## src/rtl/alu_multicycle_if.sv

```systemverilog
// Request/response bundle between the multi-cycle datapath and alu_multicycle.
// The master drives the operation request and the slave returns registered results.
interface alu_multicycle_if #(
   parameter int WIDTH = 32
);
   logic             Start;
   logic [2:0]       ALUControl;
   logic [WIDTH-1:0] A;
   logic [WIDTH-1:0] B;
   logic [WIDTH-1:0] Result;
   logic [WIDTH-1:0] Result_Hi;
   logic             Zero_Flag;
   logic             Overflow;
   logic             Busy;
   logic             Done;

   modport master (
      output Start, ALUControl, A, B,
      input  Result, Result_Hi, Zero_Flag, Overflow, Busy, Done
   );

   modport slave (
      input  Start, ALUControl, A, B,
      output Result, Result_Hi, Zero_Flag, Overflow, Busy, Done
   );
endinterface

```

## src/rtl/alu_multicycle.sv

```systemverilog
// Clocked ALU: single-cycle logic/arithmetic ops, plus iterative unsigned multiply
// (shift-add) and unsigned divide (restoring), each taking WIDTH clocks.
module alu_multicycle #(
   parameter int WIDTH = 32
) (
   input  logic           clk,
   input  logic           reset,
   alu_multicycle_if.slave bus
);

   localparam int CW = (WIDTH > 1) ? $clog2(WIDTH) : 1;

   typedef enum logic [2:0] {
      OP_AND  = 3'd0,
      OP_OR   = 3'd1,
      OP_ADD  = 3'd2,
      OP_MULU = 3'd3,
      OP_DIVU = 3'd4,
      OP_XOR  = 3'd5,
      OP_SUB  = 3'd6,
      OP_SLT  = 3'd7
   } op_e;

   typedef enum logic [1:0] {
      S_IDLE = 2'd0,
      S_MUL  = 2'd1,
      S_DIV  = 2'd2
   } state_e;

   state_e           state_q;
   logic [CW-1:0]    cnt_q;
   logic [WIDTH-1:0] acc_hi_q;   // MUL: partial product high; DIV: partial remainder
   logic [WIDTH-1:0] acc_lo_q;   // MUL: multiplier/product low; DIV: dividend/quotient
   logic [WIDTH-1:0] opnd_q;     // MUL: multiplicand; DIV: divisor
   logic [WIDTH-1:0] result_q;
   logic [WIDTH-1:0] result_hi_q;
   logic             zero_q;
   logic             ovf_q;
   logic             busy_q;
   logic             done_q;

   op_e              op;
   logic [WIDTH-1:0] add_sum;
   logic [WIDTH-1:0] sub_diff;
   logic [WIDTH-1:0] simple_res;
   logic             simple_ovf;

   assign op       = op_e'(bus.ALUControl);
   assign add_sum  = bus.A + bus.B;
   assign sub_diff = bus.A - bus.B;

   // NOTE: every always_comb output gets a default first so no path can infer a latch.
   always_comb begin
      simple_res = '0;
      simple_ovf = 1'b0;
      case (op)
         OP_AND: simple_res = bus.A & bus.B;
         OP_OR:  simple_res = bus.A | bus.B;
         OP_XOR: simple_res = bus.A ^ bus.B;
         OP_ADD: begin
            simple_res = add_sum;
            simple_ovf = (bus.A[WIDTH-1] == bus.B[WIDTH-1]) &&
                         (add_sum[WIDTH-1] != bus.A[WIDTH-1]);
         end
         OP_SUB: begin
            simple_res = sub_diff;
            simple_ovf = (bus.A[WIDTH-1] != bus.B[WIDTH-1]) &&
                         (sub_diff[WIDTH-1] != bus.A[WIDTH-1]);
         end
         OP_SLT:  simple_res = {{(WIDTH-1){1'b0}}, ($signed(bus.A) < $signed(bus.B))};
         default: simple_res = '0;
      endcase
   end

   // One shift-add step: add multiplicand into the high half when the multiplier LSB is set,
   // then shift the whole {carry, hi, lo} right by one.
   logic [WIDTH:0]   mul_sum;
   logic [WIDTH-1:0] mul_hi_d;
   logic [WIDTH-1:0] mul_lo_d;

   assign mul_sum  = {1'b0, acc_hi_q} + ({1'b0, opnd_q} & {(WIDTH+1){acc_lo_q[0]}});
   assign mul_hi_d = mul_sum[WIDTH:1];
   assign mul_lo_d = {mul_sum[0], acc_lo_q[WIDTH-1:1]};

   // One restoring-divide step on the (WIDTH+1)-bit value {rem, next dividend bit}.
   // A set remainder MSB means the shifted value already exceeds any WIDTH-bit divisor,
   // and the WIDTH-bit wrapped difference is then still exact. B=0 naturally yields
   // an all-ones quotient and a remainder equal to A.
   logic [WIDTH-1:0] div_shift;
   logic [WIDTH-1:0] div_diff;
   logic             div_ge;
   logic [WIDTH-1:0] div_hi_d;
   logic [WIDTH-1:0] div_lo_d;

   assign div_shift = {acc_hi_q[WIDTH-2:0], acc_lo_q[WIDTH-1]};
   assign div_diff  = div_shift - opnd_q;
   assign div_ge    = acc_hi_q[WIDTH-1] | (div_shift >= opnd_q);
   assign div_hi_d  = div_ge ? div_diff : div_shift;
   assign div_lo_d  = {acc_lo_q[WIDTH-2:0], div_ge};

   logic [WIDTH-1:0] iter_hi_d;
   logic [WIDTH-1:0] iter_lo_d;
   logic             iter_last;

   assign iter_hi_d = (state_q == S_MUL) ? mul_hi_d : div_hi_d;
   assign iter_lo_d = (state_q == S_MUL) ? mul_lo_d : div_lo_d;
   assign iter_last = (cnt_q == CW'(WIDTH - 1));

   // NOTE: sequential state uses non-blocking assignments so every register samples
   // pre-edge values regardless of statement order.
   always_ff @(posedge clk or posedge reset) begin
      if (reset) begin
         state_q     <= S_IDLE;
         cnt_q       <= '0;
         acc_hi_q    <= '0;
         acc_lo_q    <= '0;
         opnd_q      <= '0;
         result_q    <= '0;
         result_hi_q <= '0;
         zero_q      <= 1'b0;
         ovf_q       <= 1'b0;
         busy_q      <= 1'b0;
         done_q      <= 1'b0;
      end else begin
         done_q <= 1'b0;
         case (state_q)
            S_IDLE: begin
               if (bus.Start) begin
                  if (op == OP_MULU || op == OP_DIVU) begin
                     opnd_q   <= (op == OP_MULU) ? bus.A : bus.B;
                     acc_lo_q <= (op == OP_MULU) ? bus.B : bus.A;
                     acc_hi_q <= '0;
                     cnt_q    <= '0;
                     busy_q   <= 1'b1;
                     state_q  <= (op == OP_MULU) ? S_MUL : S_DIV;
                  end else begin
                     result_q    <= simple_res;
                     result_hi_q <= '0;
                     zero_q      <= (simple_res == '0);
                     ovf_q       <= simple_ovf;
                     done_q      <= 1'b1;
                  end
               end
            end
            S_MUL, S_DIV: begin
               acc_hi_q <= iter_hi_d;
               acc_lo_q <= iter_lo_d;
               cnt_q    <= cnt_q + 1'b1;
               if (iter_last) begin
                  result_q    <= iter_lo_d;
                  result_hi_q <= iter_hi_d;
                  zero_q      <= (iter_lo_d == '0);
                  ovf_q       <= 1'b0;
                  done_q      <= 1'b1;
                  busy_q      <= 1'b0;
                  state_q     <= S_IDLE;
               end
            end
            default: state_q <= S_IDLE;
         endcase
      end
   end

   assign bus.Result    = result_q;
   assign bus.Result_Hi = result_hi_q;
   assign bus.Zero_Flag = zero_q;
   assign bus.Overflow  = ovf_q;
   assign bus.Busy      = busy_q;
   assign bus.Done      = done_q;

endmodule

```

## src/flat_wrapper.sv

```systemverilog
// flat-port wrapper written by rule: the top's interface ports become plain ports
module alu_multicycle_flat 
#(
   parameter int WIDTH = 32
)
  (clk, reset, bus_Start, bus_ALUControl, bus_A, bus_B, bus_Result, bus_Result_Hi, bus_Zero_Flag, bus_Overflow, bus_Busy, bus_Done);
  alu_multicycle_if #(.WIDTH(WIDTH)) bus_i ();
  input  logic clk;
  input  logic reset;
  input wire logic [$bits(bus_i.Start)-1:0] bus_Start;
  input wire logic [$bits(bus_i.ALUControl)-1:0] bus_ALUControl;
  input wire logic [$bits(bus_i.A)-1:0] bus_A;
  input wire logic [$bits(bus_i.B)-1:0] bus_B;
  output wire logic [$bits(bus_i.Result)-1:0] bus_Result;
  output wire logic [$bits(bus_i.Result_Hi)-1:0] bus_Result_Hi;
  output wire logic [$bits(bus_i.Zero_Flag)-1:0] bus_Zero_Flag;
  output wire logic [$bits(bus_i.Overflow)-1:0] bus_Overflow;
  output wire logic [$bits(bus_i.Busy)-1:0] bus_Busy;
  output wire logic [$bits(bus_i.Done)-1:0] bus_Done;
  assign bus_i.Start = bus_Start;
  assign bus_i.ALUControl = bus_ALUControl;
  assign bus_i.A = bus_A;
  assign bus_i.B = bus_B;
  assign bus_Result = bus_i.Result;
  assign bus_Result_Hi = bus_i.Result_Hi;
  assign bus_Zero_Flag = bus_i.Zero_Flag;
  assign bus_Overflow = bus_i.Overflow;
  assign bus_Busy = bus_i.Busy;
  assign bus_Done = bus_i.Done;
  alu_multicycle #(.WIDTH(WIDTH)) u_core (.clk(clk), .reset(reset), .bus(bus_i));
endmodule
```

## config.mk

```make
export PLATFORM = sky130hd
export DESIGN_NAME = alu_multicycle_flat
export DESIGN_NICKNAME = d
export VERILOG_FILES = /design/src/rtl/alu_multicycle_if.sv /design/src/rtl/alu_multicycle.sv /design/src/flat_wrapper.sv
export SDC_FILE = /design/constraint.sdc
export NUM_CORES = 1
export LEC_CHECK = 0
export ABC_AREA = 1
export BUFFER_PORTS_ARGS = -buffer_cell sky130_fd_sc_hd__clkbuf_2
export CORE_ASPECT_RATIO = 1.25
export CORE_UTILIZATION = 55
export CTS_CLUSTER_DIAMETER = 120
export CTS_CLUSTER_SIZE = 16
export DETAILED_ROUTE_END_ITERATION = 8
export HOLD_SLACK_MARGIN = 0.06
export MAX_ROUTING_LAYER = met4
export PLACE_DENSITY = 0.74
export SLEW_MARGIN = 10
export SYNTH_ARGS = -nofsm -noshare
export SYNTH_HDL_FRONTEND = slang
export SYNTH_SLANG_ARGS = --single-unit
export TNS_END_PERCENT = 50
```

## constraint.sdc

```tcl
create_clock -name clk -period 12.2 [get_ports clk]
set_input_delay 0 -clock clk [delete_from_list [all_inputs] [get_ports clk]]
set_output_delay 0 -clock clk [all_outputs]
set_load 0.005 [all_outputs]
```

# Word level (Yosys, flattened, before mapping)
# Cells that the tools add are included.
dict set report totals {
  ff_bits 171
  elab_cells 99
  in_bits 70
  output_inout_bits 68
}
dict set report classes {
  reduce_logical 14
  n_mux 44
  bitwise_logic 5
  n_lt_le_gt_ge 2
  eq_ne 18
  add_sub_neg 5
}
# op n
set op_table {}
lappend op_table {{32-bit two-way mux} 15}
lappend op_table {{32-bit one-hot mux with 2 select lines} 4}
lappend op_table {{32-bit one-hot mux with 6 select lines} 1}
lappend op_table {{32-bit zero test} 2}
lappend op_table {{32-bit subtractor} 2}
lappend op_table {{32-bit by 33-bit adder with 33-bit output} 1}
lappend op_table {{32-bit by 33-bit AND with 33-bit output} 1}
lappend op_table {{32-bit adder} 1}
lappend op_table {{32-bit AND} 1}
lappend op_table {{32-bit >= comparator} 1}
lappend op_table {{32-bit < comparator} 1}
lappend op_table {{32-bit bitwise OR} 1}
lappend op_table {{32-bit XOR} 1}
lappend op_table {{3-bit equality test, second input constant} 4}
lappend op_table {{1-bit two-way mux} 11}
lappend op_table {{5-bit two-way mux} 2}
lappend op_table {{1-bit one-hot mux with 2 select lines} 5}
lappend op_table {{5-bit one-hot mux with 2 select lines} 1}
lappend op_table {{3-bit AND reduction} 3}
lappend op_table {{2-bit two-way mux} 4}
lappend op_table {{4-bit AND reduction} 2}
lappend op_table {{3-bit by 2-bit equality test with 1-bit output, second input constant} 2}
lappend op_table {{5-bit by 1-bit adder with 5-bit output, second input constant} 1}
lappend op_table {{5-bit equality test, second input constant} 1}
lappend op_table {{15 further kinds} 20}

# Longest topological paths before layout
dict set report logic_depth {
  word_depth 7
  depth_mapped 22
  ltp_nobuf 21
}

# Worst setup path after synthesis
# No wires, ideal clock.
dict set report synth_path {
  path_type {register to register}
  startpoint {register u_core.acc_lo_q[0]}
  endpoint {register u_core.result_hi_q[27] (netlist: u_core.bus.Result_Hi[27])}
  setup_slack_ps 9541
  synth_period_minus_slack_ps 2659
  setup_time_ps 118
  required_ps 12082
  t_arrival_ps 2541
  n_path_buf 2
  path_stages_with_launch 19
  path_cell_list {dfrtp_1 -> clkbuf_1 -> clkbuf_1 -> nand2_1 -> inv_1 -> ha_1 -> fa_1 -> nand2_1 -> o21ai_0 -> nand4_1 -> nand3_1 -> nand2_1 -> nand2_1 -> nand2_1 -> nand2_1 -> xnor2_1 -> a21oi_1 -> nand3_1 -> nand2_1}
}
dict set report synth_via {
  elab_chain_len 5
}
# element line
set synth_lines {}
lappend synth_lines {{start, declared} alu_multicycle.sv:33} ;# logic [WIDTH-1:0] acc_lo_q;
lappend synth_lines {{start signal, assigned} alu_multicycle.sv:131} ;# acc_lo_q <= (op == OP_MULU) ? bus.B : bus.A;
lappend synth_lines {{start signal, assigned} alu_multicycle.sv:147} ;# acc_lo_q <= iter_lo_d;
lappend synth_lines {{32-bit by 33-bit AND with 33-bit output} alu_multicycle.sv:81} ;# assign mul_sum = {1'b0, acc_hi_q} + ({1'b0, opnd_q} & {(WIDTH+1){acc_lo_q[0]}});
lappend synth_lines {{32-bit by 33-bit adder with 33-bit output} alu_multicycle.sv:81}
lappend synth_lines {{32-bit two-way mux} alu_multicycle.sv:105} ;# assign iter_hi_d = (state_q == S_MUL) ? mul_hi_d : div_hi_d;
lappend synth_lines {{32-bit two-way mux} alu_multicycle.sv:149} ;# if (iter_last) begin
lappend synth_lines {{32-bit one-hot mux with 2 select lines} alu_multicycle.sv:126} ;# case (state_q)
lappend synth_lines {{end signal, assigned} alu_multicycle.sv:151} ;# result_hi_q <= iter_hi_d;
lappend synth_lines {{end, declared} alu_multicycle.sv:36} ;# logic [WIDTH-1:0] result_hi_q;
# No other way between the ends. The select of a mux whose other input is x is not followed.
# A chain may end at the register's enable or synchronous reset.

# Worst setup path after layout
dict set report layout_path {
  startpoint {register u_core.acc_lo_q[0]}
  endpoint {register u_core.acc_hi_q[27]}
}
dict set report layout_via {
  elab_chain_len 4
}
# element line
set layout_lines {}
lappend layout_lines {{32-bit by 33-bit AND with 33-bit output} alu_multicycle.sv:81}
lappend layout_lines {{32-bit by 33-bit adder with 33-bit output} alu_multicycle.sv:81}
lappend layout_lines {{32-bit two-way mux} alu_multicycle.sv:105}
lappend layout_lines {{32-bit one-hot mux with 2 select lines} alu_multicycle.sv:126}
lappend layout_lines {{end signal, assigned} alu_multicycle.sv:146} ;# acc_hi_q <= iter_hi_d;
lappend layout_lines {{end, declared} alu_multicycle.sv:32} ;# logic [WIDTH-1:0] acc_hi_q;
# No other way between the ends.

==> impl_metrics.tcl <==
set metrics [dict create \
    status "finished, final reports clean" \
    crit_chain "buf_4, nand2_1, inv_1, ha_1, fa_1, nand2_1, o21ai_0, nand4_1, nand3_1, nand2_1, nand2_1, nand2_1, nand2_1, xnor2_1, a21oi_1, nand3_1, nand2_1" \
    clkTransAtPathRegs_ps 70 \
    synth_edf_count 0 \
    layout.nets 3454 \
    pwr-share-clk 0.117 \
    dpl.hpwl_um 55800 \
    io_pins 138 \
    die_area_um2 35400 \
    worstMarginPinSlew_ps 953 \
    antenna_found_initial 2 \
    drc 0 \
    final_common_cell "nand2_1" \
    min_path_type "in -> reg" \
    numCtsBuffers 17 \
    p_leak_nw 11.3 \
    rsz0062_at_grt "no" \
    grt_pass1_wl_um 110000 \
    grt_overflow_total 0 \
    vias 21600 \
    cap_violations 0 \
    ys_seq_area_frac 0.225 \
    viasPerCell 5.87 \
    grt_max_degree 100 \
    grt_util_all_layers 0.416 \
    critPathSlowestCell "dfrtp_1" \
    initial_core_util 0.563 \
    worst-path-max-fanout 18 \
    hold_violations 0 \
    clkSinkCount 171 \
    grtUsageMet3 0.0533 \
    rows 75 \
    startpoint_type "flop" \
    core_um2 33900 \
    area_growth_syn_to_layout_pct 10.9 \
    cp-end-kind "flop" \
    wl_per_cell_um 19.5 \
    r2r_setup_slack_ps 8450 \
    p_seq_frac 0.212 \
    fin_crit_sh 0.308 \
    drt_iter0_drc 2305 \
    drt-total-wl_um 72100 \
    grt_util_met1 0.481 \
    critical-path-max-stage-delay_ps 790 \
    cts-resized-gates 0 \
    finalSetupTns_ps 0 \
    crit_path_frequent_cell "nand2_1" \
    busiest_layer "met2" \
    crit_type "reg -> reg" \
    clockBufferDepth 2 \
    cts-root-buf "clkbuf_16" \
    grt_use_met2 0.702 \
    clkLatencyLatePin_ps 470 \
    chipHeight_um 210 \
    synth.distinct_cells 53 \
    grt_pass1_vias 20500 \
    setup_viol 0 \
    skew_ps 12.8 \
    power_switching_mw 2.62 \
    die_x_um 168 \
    fmax_mhz 266 \
    comb_power_share 0.671 \
    p_sw_frac 0.549 \
    synth.avg_cell_area_um2 6.15 \
    max_slew_margin 0.364 \
    htree_num_levels 4 \
    dp_cells 3593 \
    max-vdd-ir-drop_mv 0.133 \
    cp.arrival_ps 4100 \
    period_minus_slack_ps 3750 \
    required_ps 12550 \
    portBuffers 137 \
    layout_common_cells "856 x nand2_1, 466 x inv_1, 262 x nor2_1, 240 x nand3_1, 220 x a21oi_1" \
    detail-route-antenna-nets 0 \
    drtPass1Iterations 9 \
    layout-drive-gt1-share 0.0782 \
    slew_violations 0 \
    syn_nets 3341 \
    synth_cells 3099 \
    ys_seq_elements 171 \
    gp_congestion 1.03 \
    synth_ff_type "dfrtp_1" \
    synth_area_um2 19100 \
    final_util 0.624 \
    p_per_area_nw_per_um2 226 \
    async_flop_share 1.00 \
    stdcell_count 3687 \
    tritoncts "built" \
    internal-power_mw 2.15 \
    yosys_warnings 0 \
]
[what timing repair did]
item	4_1_cts	5_1_grt
endpoints found under the hold margin	159	0
hold buffers	62	0
setup buffers	0	0
[registers in the layout, summed over array words and instances, names as in the netlist, 2 cells and up]
register and flops:
u_core.bus.Result 32, u_core.acc_lo_q 32, u_core.bus.Result_Hi 32, u_core.acc_hi_q 32
u_core.cnt_q 5, u_core.state_q 2, u_core.opnd_q 32
[power groups by stage]
stage	Clock [mW]	Sequential (mW)	Combinational [mW]
floorplan	0	0.941	2.26
global placement	0	1.00	3.03
detailed placement	0	1.01	3.08
CTS	0.560	1.00	3.13
global route	0.583	1.03	3.52
finish	0.558	1.01	3.20
[layout make-up]
| cell class | count | area (µm²) |
|---|---|---|
| inverter | 473 | 1780 |
| timing repair buffer | 214 | 1420 |
| clock buffer | 17 | 425 |
| clock inverter | 14 | 163 |
| sequential | 171 | 4280 |
| fill | 3274 | 12700 |
| tap | 462 | 578 |
| antenna | 1 | 2.50 |
| multi-input combinational | 2335 | 12500 |
[synthesized netlist by cell type (2+ instances only)]
cell type	number	area share
o21ai_0	194	0.051
a31oi_1	34	0.011
o21ai_1	14	0.0037
nor4_1	5	0.0016
buf_6	2	0.0012
nor3_1	33	0.0087
nand3b_1	7	0.0028
xnor2_1	15	0.0069
buf_4	5	0.0020
ha_1	168	0.11
fa_1	4	0.0042
o22ai_1	26	0.0085
mux2i_1	28	0.015
nand3_1	240	0.063
and3_1	3	0.00098
nor2_2	2	0.00066
xor2_1	17	0.0078
o21a_1	12	0.0047
a221oi_1	3	0.0014
nor2_1	264	0.052
clkbuf_2	2	0.00053
inv_1	467	0.092
or2_2	37	0.012
dfrtp_1	171	0.22
a21boi_0	22	0.0087
o21ai_2	2	0.00092
buf_2	47	0.012
o211ai_2	5	0.0033
nand2_2	5	0.0016
nand2_1	856	0.17
inv_2	6	0.0012
o211ai_1	48	0.019
a21o_1	4	0.0016
nand4_1	36	0.012
o21bai_1	12	0.0047
buf_1	8	0.0016
a21oi_1	221	0.058
clkbuf_1	56	0.011
o221ai_1	4	0.0018
[through the flow]
step                      area [µm²]  total power, mW  worst slack, ps  hold WS (ps)
after floorplan                19100             3.20             7570           156
after global placement         19900             4.03             8420           267
after detailed placement       19900             4.09             8330           280
after CTS                      21100             4.69             8570          60.0
after global routing           21100             5.13             8280          79.5
final                          21100             4.77             8450          75.7
[kinds of logic after synthesis]
group	count (synthesis)	share of synthesized area
AO/OA/AOI/OAI	609	0.183
XOR/XNOR	32	0.0147
adder cells (fa/ha/maj)	172	0.115
buffers and inverters	593	0.122
flip-flops	171	0.225
multiplexers	28	0.0147
AND/OR/NAND/NOR	1494	0.327
[final timing paths]
kind / start / endpoint / cells after the start
worst min-delay path: bus_A[11] / u_core.acc_lo_q[11] / 5
max in group asynchronous: reset / u_core.opnd_q[22] / 4
worst min register to register: u_core.bus.Result_Hi[10] / u_core.bus.Result_Hi[10] / 2
worst max-delay path: u_core.acc_lo_q[0] / u_core.acc_hi_q[27] / 17
min in group asynchronous: reset / u_core.bus.Result[25] / 3
worst max register to register: u_core.acc_lo_q[0] / u_core.acc_hi_q[27] / 17
[critical path: cells and delay by family (launching register included)]
kind | cells | cell delay, ps
AND/OR/NAND/NOR | 10 | 1160
flip-flops | 1 | 790
XOR/XNOR | 1 | 120
buffers and inverters | 2 | 430
AO/OA/AOI/OAI | 2 | 650
adder cells (fa/ha/maj) | 2 | 470
[routing by layer]
layer,vias up,share of wire,wire [µm]
met5,-,0,0
met4,0,0.057,4140
met3,238,0.074,5320
met2,1086,0.48,34500
met1,10000,0.39,28100
li1,10300,-,-
No activity file was read; power rests on OpenSTA's default activity.
